### src/rtl/hazard_scoreboard.sv
// Pipeline hazard controller: tracks in-flight writes in EX/MEM/WB and stalls,
// freezes or flushes the front end of the 5-stage core accordingly.
module hazard_scoreboard #(
  parameter int FORWARD_EN = 0,
  parameter int WB_BYPASS  = 1,
  parameter int CNT_W      = 16
) (
  input  logic             clk,
  input  logic             rst,
  input  logic             id_valid,
  input  logic [3:0]       id_src_1,
  input  logic [3:0]       id_src_2,
  input  logic             id_two_src,
  input  logic             id_wb_en,
  input  logic             id_mem_r_en,
  input  logic [3:0]       id_dest,
  input  logic             ex_branch_taken,
  input  logic             mem_stall,
  input  logic             cnt_clr,
  output logic             hazard,
  output logic             freeze,
  output logic             flush,
  output logic [CNT_W-1:0] stall_cnt
);

  typedef struct packed {
    logic       v;
    logic [3:0] dest;
    logic       ld;
  } slot_t;

  slot_t ex_q, mem_q, wb_q;
  logic  hit_ex, hit_mem, hit_wb;
  logic  raw;
  logic  flush_raw;
  logic  insert;

  function automatic logic slot_hit(input slot_t s, input logic [3:0] r1,
                                    input logic [3:0] r2, input logic two);
    return (s.v && (s.dest == r1)) || (two && s.v && (s.dest == r2));
  endfunction

  always_comb begin
    hit_ex  = slot_hit(ex_q,  id_src_1, id_src_2, id_two_src);
    hit_mem = slot_hit(mem_q, id_src_1, id_src_2, id_two_src);
    hit_wb  = slot_hit(wb_q,  id_src_1, id_src_2, id_two_src);
    if (FORWARD_EN != 0) begin
      raw = ex_q.ld & hit_ex;
    end else begin
      raw = hit_ex | hit_mem | ((WB_BYPASS == 0) & hit_wb);
    end
    flush_raw = ex_branch_taken & ~mem_stall;
    // All three control outputs are held low while reset is asserted.
    flush  = ~rst & flush_raw;
    hazard = ~rst & id_valid & raw & ~flush_raw;
    freeze = hazard | (~rst & mem_stall);
    insert = id_valid & ~hazard & ~flush & id_wb_en;
  end

  always_ff @(posedge clk or posedge rst) begin
    if (rst) begin
      ex_q      <= '0;
      mem_q     <= '0;
      wb_q      <= '0;
      stall_cnt <= '0;
    end else begin
      if (!mem_stall) begin
        wb_q  <= mem_q;
        mem_q <= ex_q;
        ex_q  <= insert ? slot_t'{v: 1'b1, dest: id_dest, ld: id_mem_r_en} : slot_t'('0);
      end
      if (cnt_clr) begin
        stall_cnt <= '0;
      end else if (hazard && !mem_stall && !(&stall_cnt)) begin
        stall_cnt <= stall_cnt + CNT_W'(1);
      end
    end
  end

endmodule
### config.mk
export PLATFORM = sky130hd
export DESIGN_NAME = hazard_scoreboard
export DESIGN_NICKNAME = d
export VERILOG_FILES = /design/src/rtl/hazard_scoreboard.sv
export SDC_FILE = /design/constraint.sdc
export NUM_CORES = 1
export LEC_CHECK = 0
export CAP_MARGIN = 20
export CORE_MARGIN = 3
export CORE_UTILIZATION = 49
export DETAILED_ROUTE_END_ITERATION = 12
export GPL_TIMING_DRIVEN = 0
export HOLD_SLACK_MARGIN = 0.03
export PLACE_DENSITY = 0.88
export SYNTH_ARGS = -nofsm -noshare
export SYNTH_HDL_FRONTEND = slang
export SYNTH_SLANG_ARGS = --single-unit
export TNS_END_PERCENT = 20
### constraint.sdc
create_clock -name clk -period 3 [get_ports clk]
set_input_delay 0.75 -clock clk [delete_from_list [all_inputs] [get_ports clk]]
set_output_delay 0.75 -clock clk [all_outputs]
set_load 0.05 [all_outputs]
Word level (Yosys, flattened, before mapping)
Index checks and enable logic that the tools add are counted.
{ "word_totals": {"regBits": 26, "inputBits": 21, "out_inout_bits": 19, "mem_bits_rw": 0, "memories": 0, "rom_bits": 0, "latchBits": 0, "elab_cells": 43} }
{ "op_classes": {"eq_ne": 4, "n_shift": 0, "n_lt_le_gt_ge": 0, "add_sub_neg": 1, "multipliers": 0, "muxes": 3, "bitwise": 16, "div_mod_pow": 0, "n_reduce_logical": 14} }
{ "op_table": {"columns": ["operator", "n"], "rows": [
  ["two-way mux 16 bit", 2],
  ["adder 16 x 1 -> 16 bit (second input constant)", 1],
  ["equality test 4 bit", 4],
  ["AND reduction 16 bit", 1],
  ["AND 1 bit", 9],
  ["logical AND 1 bit", 8],
  ["two-way mux 6 bit", 1],
  ["inverter 1 bit", 5],
  ["logical NOT 1 bit", 2],
  ["logical OR 1 bit", 2],
  ["bitwise OR 1 bit", 2],
  ["nonzero test 2 bit", 1]
]} }

Longest topological paths before layout
{ "depth": {"word_depth": 11, "depth_mapped": 8, "ltp_nobuf": 7} }

Worst setup path after synthesis
OpenSTA, ideal clock, no wires.
{ "synth_timing": {"path_kind": "input port to output port", "from": "input port id_src_2[2]", "to": "output port freeze", "path_stages": 7, "t_required_ps": 2250, "arrival_time_ps": 3289, "n_path_buf": 1, "slack_ps": -1039, "cell_sequence": "nor2b_1 > a2111o_1 > o22ai_2 > a311oi_4 > buf_2 > nor3_1 > a21o_1"} }
{ "synth_via": {"elab_chain_cells": 7, "word_cells_on_any_way": 10, "classes_between": "eq/ne (2); bitwise (4); reduce/logical (4)"} }
{ "synth_rtl": {"columns": ["item", "line", "source"], "rows": [
  ["from (decl)", "12", "input logic [3:0] id_src_2,"],
  ["equality test 4 bit", "40", "return (s.v && (s.dest == r1)) || (two && s.v && (s.dest == r2));"],
  ["logical AND 1 bit", "40", null],
  ["logical OR 1 bit", "40", null],
  ["bitwise OR 1 bit *", "50", "raw = hit_ex | hit_mem | ((WB_BYPASS == 0) & hit_wb);"],
  ["AND 1 bit * (2 in a row)", "55", "hazard = ~rst & id_valid & raw & ~flush_raw;"],
  ["named net hazard", "20", "output logic hazard,"],
  ["bitwise OR 1 bit *", "56", "freeze = hazard | (~rst & mem_stall);"],
  ["to (decl)", "21", "output logic freeze,"]
]} }
The timed path passes the listed nets; every way through them passes the cells marked *.

Worst setup path in the final report
{ "layout_timing": {"from": "input port id_two_src", "to": "output port freeze"} }
{ "layout_via": {"elab_chain_cells": 7, "word_cells_on_any_way": 10, "classes_between": "bitwise (4); reduce/logical (6)"} }
{ "layout_rtl": {"columns": ["item", "line", "source"], "rows": [
  ["from (decl)", "13", "input logic id_two_src,"],
  ["logical AND 1 bit (2 in a row)", "40", null],
  ["logical OR 1 bit", "40", null],
  ["bitwise OR 1 bit *", "50", null],
  ["AND 1 bit * (2 in a row)", "55", null],
  ["bitwise OR 1 bit *", "56", null]
]} }
Mark *: on every way between the ends. The rest lies on a longest branch, timed or not.

==> impl_metrics.env <==
export IMPL_diodes=0
export IMPL_critical_path_max_stage_delay_ns=0.40
export IMPL_hold_path_class="reg -> reg"
export IMPL_cts_root_buffer="clkbuf_4"
export IMPL_grt_max_degree=15
export IMPL_ys_top_cells_by_area="dfrtp_1 (40%), mux2_1 (4.9%), xor2_1 (4.3%), nor2b_1 (4.3%), o31ai_1 (3.2%)"
export IMPL_synth_cell_types=37
export IMPL_viasPerCell=5.86
export IMPL_syn_inst=165
export IMPL_clkTransAtPathRegs_ns=0.14
export IMPL_total_leakage_power_nw=0.878
export IMPL_critical_path_class="in -> out"
export IMPL_r2r_end="stall_cnt[9]"
export IMPL_initial_core_util_pct=52.2
export IMPL_track_usage_pct=22.9
export IMPL_finalClockSkew_ns=0.00493
export IMPL_hold_start="ex_q[4]"
export IMPL_n_fill_cell=251
export IMPL_drt_total_wl_um=4320
export IMPL_rows=20
export IMPL_firstDrtPassIters=4
export IMPL_whs_ns=0.543
export IMPL_async_reset_ff_share_pct=100
export IMPL_h_tree_depth=1
export IMPL_wl_met3_um=233
export IMPL_synth_main_ff_cell="dfrtp_1"
export IMPL_path_cells="dlygate4sd2_1 -> and2_4 -> o2111ai_2 -> o22ai_2 -> a311oi_4 -> nor3_4 -> a21o_4 -> buf_8"
export IMPL_drv_cap=0
export IMPL_worst_setup_path_end_kind="output pin"
export IMPL_port_buffers=37
export IMPL_drv_slew=0
export IMPL_ys_ff_latch=26
export IMPL_antenna_found_initial=0
export IMPL_slew_headroom_pct=49.9
export IMPL_worst_path_max_delay_cell="a311oi_4"
export IMPL_cp_start_kind="input pin"
export IMPL_cts_tree="built"
export IMPL_period_share_pct=98.6
export IMPL_dieArea_um2=4030
export IMPL_critPathMaxFanout=3
export IMPL_core_um2=3100
export IMPL_utilization_pct=69.2
export IMPL_clockBufferDepth=2
export IMPL_cts_hold_repair_buffers=0
export IMPL_final_common_cell="dfrtp_1"
export IMPL_highest_layer="met4"
export IMPL_min_path_cells=1
export IMPL_clock_latency_ns=0.34
export IMPL_die_width_um=63.5
export IMPL_worst_pin_slew_ns=0.747
export IMPL_syn_area_um2=1620
export IMPL_fin_crit_ns=2.96
export IMPL_drc_errors=0
export IMPL_arrival_ns=2.21
export IMPL_syn_area_per_cell_um2=9.81
export IMPL_routedWlPerCell_um=16.9
export IMPL_grt_pass1_wl_um=7310
export IMPL_status="completed"
export IMPL_synthesis_nets=187
export IMPL_first_iter_violations=141
export IMPL_r2r_slack_ns=0.59
export IMPL_yosysWarnings=0
export IMPL_cts_buffers_inserted=3
export IMPL_clkSinkCount=26
export IMPL_met1_length_um=1940
export IMPL_synth_edff_count=0
export IMPL_r2r_cells=8
export IMPL_whs_endpoint="ex_q[4]"
export IMPL_dr_total_vias=1494
export IMPL_finalNetCount=234
export IMPL_die_h_um=63.5
export IMPL_gp_congestion=0.792
export IMPL_grt_pass1_vias=1472
export IMPL_hold_violations=0
export IMPL_startpoint="id_two_src"
export IMPL_synth_top_area_share_pct=40.2
export IMPL_ys_seq_area_share_pct=40.2
export IMPL_powerDensity_nw_per_um2=313
export IMPL_grt_overflow=0
export IMPL_max_clock_freq_mhz=338
export IMPL_boundaryPins=40
export IMPL_ir_worst_vdd_mv=0.173
export IMPL_syn2layout_area_growth_pct=32.6
export IMPL_final_setup_viol_count=0
export IMPL_detail_route_antenna_nets=0
export IMPL_mostFrequentLayoutCells="dfrtp_1 (26), clkdlybuf4s50_1 (24), nor2_1 (12), nor2b_1 (11), nand3_1 (10)"
export IMPL_wl_met2_um=2060
export IMPL_drive_above_1_share_pct=16.6
export IMPL_regToRegStartpoint="ex_q[2]"
export IMPL_cp_required_ns=2.25
export IMPL_yosysTopAreaCell="dfrtp_1"
export IMPL_dp_final_hpwl_um=2980
[where the power goes]
| part | total, W | switching [W] | internal (W) |
|---|---|---|---|
| Clock | 0.000188 | 0.000113 | 0.0000746 |
| Combinational | 0.000114 | 0.0000630 | 0.0000514 |
| Sequential | 0.000370 | 0.0000109 | 0.000359 |
| Total | 0.000672 | 0.000187 | 0.000485 |
[cells by family after synthesis]
group / count (synthesis) / share of synthesized area (%)
adders and majority gates: 1 / 0.773
xor gates and xnor gates: 10 / 5.41
AOI/OAI and AO/OA: 32 / 16.0
muxes: 11 / 7.65
buffers and inverters: 11 / 3.17
and+or+nand+nor: 74 / 26.8
DFF: 26 / 40.2
[critical path: cells and delay by family]
family	cells	cell delay, ns
AOI/OAI and AO/OA	4	0.81
and+or+nand+nor	2	0.25
buffers and inverters	2	0.39
[metrics by stage]
step           instance area [µm²]  power, W  worst slack, ns  std cells  setup TNS, ns
6_report                      2150  0.000672           0.0428        255              0
5_1_grt                       2150  0.000706         -0.00927        255       -0.00927
4_1_cts                       2140  0.000671          -0.0565        255        -0.0899
3_5_place_dp                  2070  0.000484            -1.13        246          -7.90
3_3_place_gp                  2070  0.000478            -1.05        246          -5.68
2_1_floorplan                 1650  0.000437           -0.164        165         -0.164
[cells in the mapped netlist (3+ instances only)]
cell type / n
dfrtp_1: 26
nor2_1: 12
nor2b_1: 11
nand3_1: 10
a21oi_1: 9
nand2_1: 9
xor2_1: 8
mux2_1: 7
o31ai_1: 7
or4_1: 7
nor3_1: 6
clkbuf_1: 5
a22o_1: 4
mux2_2: 4
and3_1: 3
inv_1: 3
nand2b_1: 3
o21ai_0: 3
[timing repair]
item / in CTS / in global routing
gates resized for setup: 29 / 10
pin swaps: 6 / 5
setup buffers: 4 / 1
cloned: 1 / 0
setup endpoints to repair: 6 / 2
[layer usage]
| metal | vias to the layer above | GRT usage (%) |
|---|---|---|
| met5 | - | 0 |
| met1 | 728 | 33.1 |
| met2 | 55 | 34.9 |
| met4 | 0 | 9.70 |
| met3 | 9 | 1.96 |
| li1 | 702 | - |
[registers in the layout, indices dropped and copies added, names as in the netlist]
signal / flops
stall_cnt: 16
ex_q: 5
mem_q: 5
[final cells by class]
cell class              count  area, µm²  area share [%]
repair inverters            1       5.00           0.233
multi-input cells         128        957            44.6
inverters                   3       15.0           0.699
clock buffers               4       36.3            1.69
well taps                  44       55.1            2.56
flip-flops and latches     26        651            30.3
plain buffers               7       35.0            1.63
repair buffers             42        393            18.3
[how the worst max path moves through the flow]
stage	endpoint	slack, ns	cells past startpoint
after floorplan	freeze	-0.16	7
after global placement	freeze	-1.05	9
after detailed placement	freeze	-1.13	9
after CTS	freeze	-0.06	9
after global routing	freeze	-0.009	8
final	freeze	0.04	8
Note: power is estimated with default switching activity, not from simulation.
